==> config.mk <==
export PLATFORM = sky130hd
export DESIGN_NAME = pc_sequencer
export DESIGN_NICKNAME = d
export VERILOG_FILES = /design/src/rtl/pc_sequencer.sv
export SDC_FILE = /design/constraint.sdc
export NUM_CORES = 1
export LEC_CHECK = 0
export BUFFER_PORTS_ARGS = -buffer_cell sky130_fd_sc_hd__buf_4
export CORE_MARGIN = 10
export CORE_UTILIZATION = 36
export CTS_BUF_LIST = sky130_fd_sc_hd__clkbuf_8 sky130_fd_sc_hd__clkbuf_16
export DETAILED_ROUTE_END_ITERATION = 7
export MAX_ROUTING_LAYER = met4
export PLACE_DENSITY = 0.56
export SYNTH_ARGS = -nofsm -noshare
export SYNTH_HDL_FRONTEND = slang
export SYNTH_SLANG_ARGS = --single-unit
==> constraint.sdc <==
create_clock -name CLK -period 2.6 [get_ports CLK]
set_input_delay 0.52 -clock CLK [delete_from_list [all_inputs] [get_ports CLK]]
set_output_delay 0.52 -clock CLK [all_outputs]
set_load 0.03 [all_outputs]
==> src/rtl/pc_sequencer.sv <==
// Program counter and IDLE/RUN/HALTED run control directly ahead of the ALU, plus a RUN-cycle counter.
// The next PC is visible one cycle after its inputs are sampled; STALL holds the PC and there is no other backpressure.
module pc_sequencer #(
    parameter int              PC_W     = 10,
    parameter int              CNT_W    = 16,
    parameter logic [PC_W-1:0] RESET_PC = '0
) (
    input  logic             CLK,
    input  logic             RESET,
    input  logic             START,
    input  logic [PC_W-1:0]  PROG_BASE,
    input  logic             BRANCH,
    input  logic [3:0]       bOFFSET,
    input  logic             bSIGN,
    input  logic             SOFT_RST,
    input  logic             HALT_REQ,
    input  logic             STALL,
    output logic [PC_W-1:0]  PC,
    output logic             RUNNING,
    output logic             DONE,
    output logic [CNT_W-1:0] CYCLES
);

    typedef enum logic [1:0] {
        IDLE   = 2'd0,
        RUN    = 2'd1,
        HALTED = 2'd2
    } state_t;

    state_t           state;
    state_t           state_nxt;
    logic [PC_W-1:0]  pc_q;
    logic [PC_W-1:0]  pc_nxt;
    logic [PC_W-1:0]  offset_ext;
    logic [PC_W-1:0]  pc_fwd;
    logic [PC_W-1:0]  pc_bwd;
    logic [PC_W-1:0]  pc_inc;
    logic [CNT_W-1:0] cyc_q;
    logic [CNT_W-1:0] cyc_nxt;
    logic [CNT_W-1:0] cyc_sat;

    // Modulo-2^PC_W arithmetic: wrap-around past either end of memory is silent.
    assign offset_ext = PC_W'(bOFFSET);
    assign pc_fwd     = pc_q + offset_ext;
    assign pc_bwd     = pc_q - offset_ext;
    assign pc_inc     = pc_q + PC_W'(1);
    assign cyc_sat    = (&cyc_q) ? cyc_q : cyc_q + CNT_W'(1);

    always_ff @(posedge CLK or posedge RESET) begin
        if (RESET) begin
            state <= IDLE;
            pc_q  <= RESET_PC;
            cyc_q <= '0;
        end else begin
            state <= state_nxt;
            pc_q  <= pc_nxt;
            cyc_q <= cyc_nxt;
        end
    end

    always_comb begin
        state_nxt = state;
        pc_nxt    = pc_q;
        cyc_nxt   = cyc_q;
        case (state)
            IDLE, HALTED: begin
                if (START) begin
                    state_nxt = RUN;
                    pc_nxt    = PROG_BASE;
                    cyc_nxt   = '0;
                end
            end
            RUN: begin
                // Every RUN cycle counts, including stalls and the halting cycle itself.
                cyc_nxt = cyc_sat;
                if (SOFT_RST && HALT_REQ) begin
                    state_nxt = HALTED;
                end else if (SOFT_RST) begin
                    pc_nxt = PROG_BASE;
                end else if (STALL) begin
                    pc_nxt = pc_q;
                end else if (BRANCH) begin
                    pc_nxt = bSIGN ? pc_bwd : pc_fwd;
                end else begin
                    pc_nxt = pc_inc;
                end
            end
            default: begin
                state_nxt = IDLE;
            end
        endcase
    end

    assign PC      = pc_q;
    assign RUNNING = (state == RUN);
    assign DONE    = (state == HALTED);
    assign CYCLES  = cyc_q;

endmodule

==> qor.csv <==
stage,metric,value,unit
pwr,powerDensity,881,nW/um2
logic_synthesis,synth-xor-area-share,0.0531,
timing,maxSlewHeadroom,0.722,
pwr,swShare,0.465,
pwr,ir_drop,444,uV
worst_setup_path,cp_slowest_stage_delay,0.30,ns
clock_network,clock_latency,0.27,ns
clock_network,cts-htree-levels,1,
pwr,p_clk_frac,0.102,
global_routing,grt_pass1_vias,1895,
worst_setup_path,end_kind,flop,
logic_synthesis,synth_area_per_cell,8.39,um2
worst_setup_path,crit_path_frequent_cell,ha_1,
die,die_x,94.2,um
cells_and_area,num-nets-final,338,
clock_network,clock_sinks,28,
placed_design,numPortBuffers,49,
route,wl_per_cell,13.8,um
cells_and_area,fillerInstances,540,
die,io_pins,50,
pwr,intPower,1220,uW
worst_setup_path,path_cells,"buf_4, inv_1, ha_1, or3_1, and3_1, ha_1, nor2b_1, o21ai_1, a21oi_1, o41ai_2, mux2i_1, o211ai_1",
logic_synthesis,synth_top_cell_by_area,dfrtp_1,
worst_setup_path,crit_fanout,2,
logic_synthesis,synth_simple_gate_area_frac,0.272,
die,core-area,5200,um2
timing,fin_crit,2.48,ns
global_routing,track_usage,0.120,
clock_network,clockBufferDepth,2,
clock_network,hold_buffers,0,
placed_design,post-place-ws,-0.247,ns
worst_setup_path,critPathSlowestCell,or3_1,
timing,maxSlewViolCount,0,
cells_and_area,syn2layout_area_growth,31.3,%
placed_design,gp_congestion,0.850,
clock_network,clockRootBuffer,clkbuf_8,
worst_setup_path,critical_path_buf_inv_count,2,
logic_synthesis,synth_top_area_share,0.354,
logic_synthesis,synth_cells,236,
cells_and_area,layout_common_cells,"buf_4, nand2_1, dfrtp_1",
cells_and_area,multi_input_area,1200,um2
clock_network,cts_tree,yes,
route,antenna_left,0,
timing,finClkSkew,0.00678,ns
clock_network,numCtsBuffers,3,
cells_and_area,drive_gt1_frac,0.269,
pwr,combPwrFrac,0.606,
placed_design,hpwl,4100,um
die,die_h,94.2,um
timing,setup_ws,0.116,ns
cells_and_area,antenna_cells,0,
worst_setup_path,required,2.74,ns
timing,tightest_slew,0.414,ns
pwr,p_leak,0.00127,uW
worst_setup_path,worstSetupPathType,in2reg,
timing,max_freq,403,MHz
global_routing,grt_pass1_wl,8670,um
logic_synthesis,yosys-mux-area-fraction,0.0303,
route,post-route-drc-count,0,
logic_synthesis,synth_top_family_by_area,simple AND/OR/NAND/NOR gates,
run,cap_viol_max_count,0,
pwr,design_power_total,2290,uW
route,wirelength,5130,um
run_status,outcome,"complete, no violations",
worst_hold_path,hp-class,in2async,
timing,rsz0062_at_grt,true,
cells_and_area,post-route-util,0.500,
pwr,seq_power_share,0.291,
route,drtPass1Iterations,4,
logic_synthesis,synth.distinct_cells,45,
logic_synthesis,ys_ff_latch,28,
logic_synthesis,syn-num-nets,271,
die,fp-row-count,26,
timing,hold_viol_final,0,
worst_setup_path,worstSetupStartpointType,primary input,
worst_setup_path,cp_top_family,compound AO/OA/AOI/OAI gates,
pwr,power.switching,1060,uW
route,vias,1871,
die,fp.dieArea,8870,um2
logic_synthesis,yosys_warnings,0,
logic_synthesis,synth_edf_count,0,
timing,period_share,0.955,
global_routing,antenna_found_initial,0,
global_routing,grt_max_degree,29,
logic_synthesis,synth_area_leaders,"dfrtp_1, ha_1, nand2_1, nor2_1, o21ai_0",
route,first_iter_violations,53,
worst_setup_path,cp_data_arrival_time,2.63,ns
timing,setup_viol,0,
clock_network,post-cts-setup-buffers,0,
logic_synthesis,synth_ff_type,dfrtp_1,
cells_and_area,final_common_cell,buf_4,
logic_synthesis,synth-compound-area-share,0.162,
die,initial_core_util,0.381,
route,post_drt_via_cell_ratio,5.04,
clock_network,path_clk_slew,0.10,ns
logic_synthesis,synth_area,1980,um2
logic_synthesis,ys_seq_area_frac,0.354,
logic_synthesis,synthArstFlopShare,1.00,
timing,setup-tns-final,0,ns
cells_and_area,seqCellArea,701,um2
logic_synthesis,synthAdderAreaFrac,0.0859,
global_routing,grt_remaining_overflow,0,
[power groups by stage]
stage	clock (uW)	combinational (uW)	sequential, uW
floorplan	0	739	852
global placement	0	1390	679
detailed placement	0	1400	677
CTS	245	1400	669
global route	270	1550	691
finish	235	1390	666
[state kept, by name (all words and copies together) (netlist names)]
register  cells
CYCLES       16
PC           10
state         2
[final timing paths]
path,startpoint,endpoint,slack [ns],cells past startpoint
setup reg to reg,PC[0]$_DFFE_PP0P_,PC[6]$_DFFE_PP0P_,0.59,9
hold reg to reg,PC[3]$_DFFE_PP0P_,PC[3]$_DFFE_PP0P_,0.54,2
hold / removal,RESET,CYCLES[13]$_DFFE_PP0P_,0.31,3
min in group CLK,PROG_BASE[1],PC[1]$_DFFE_PP0P_,0.52,3
setup / recovery,bOFFSET[0],PC[8]$_DFFE_PP0P_,0.12,12
max in group asynchronous,RESET,CYCLES[7]$_DFFE_PP0P_,2.01,3
[cells in the mapped netlist, types with 2 or more instances]
library cell	number
xor2_1	5
nand2_1	30
nor4_1	2
clkbuf_1	5
and3_1	4
inv_1	11
nor3_1	10
nand4_1	5
nor2_1	26
a21oi_1	15
nor2b_1	5
o211ai_1	2
a21o_1	3
nand2b_1	4
nand3_1	13
mux2i_1	6
dfrtp_1	28
ha_1	12
a211oi_1	3
xnor2_1	7
o21ai_0	16
[worst min-delay path, stage by stage]
cell and delay (ns):
buf_4 0.11, inv_1 0.04, buf_4 0.33
[final cells by class]
type / instances / share of cell area
Tap cell: 70 / 0.0337
Sequential cell: 28 / 0.269
Clock buffer: 3 / 0.0159
Multi-Input combinational cell: 189 / 0.462
Inverter: 12 / 0.0192
Timing Repair Buffer: 69 / 0.199
[cell families (layout without fill, tap and decap cells)]
family	after synthesis	count (layout)
AOI/OAI and AO/OA	49	49
DFF	28	28
muxes	6	6
xor gates and xnor gates	12	12
and+or+nand+nor	109	109
adders and majority gates	13	13
buffers and inverters	19	84
[metrics by stage]
stage	area (um2)	hold WS (ns)	std cells
finish	2600	0.305	371
global route	2600	0.335	371
CTS	2590	0.320	371
detailed placement	2550	0.525	368
global placement	2550	0.526	368
floorplan	1980	0.585	236
[per-layer routing]
metal | vias up | share of wire | global-route usage | wire (um)
li1 | 959 | - | - | -
met1 | 866 | 0.47 | 0.145 | 2390
met2 | 42 | 0.48 | 0.200 | 2450
met3 | 4 | 0.049 | 0.0272 | 253
met4 | 0 | 0.0066 | 0.0241 | 34
met5 | - | 0 | - | 0
[repair_timing]
action,4_1_cts,5_1_grt
resized for setup,0,2
endpoints found under the hold margin,0,0
setup endpoints to repair,0,3
(Power assumes the default switching activity.)
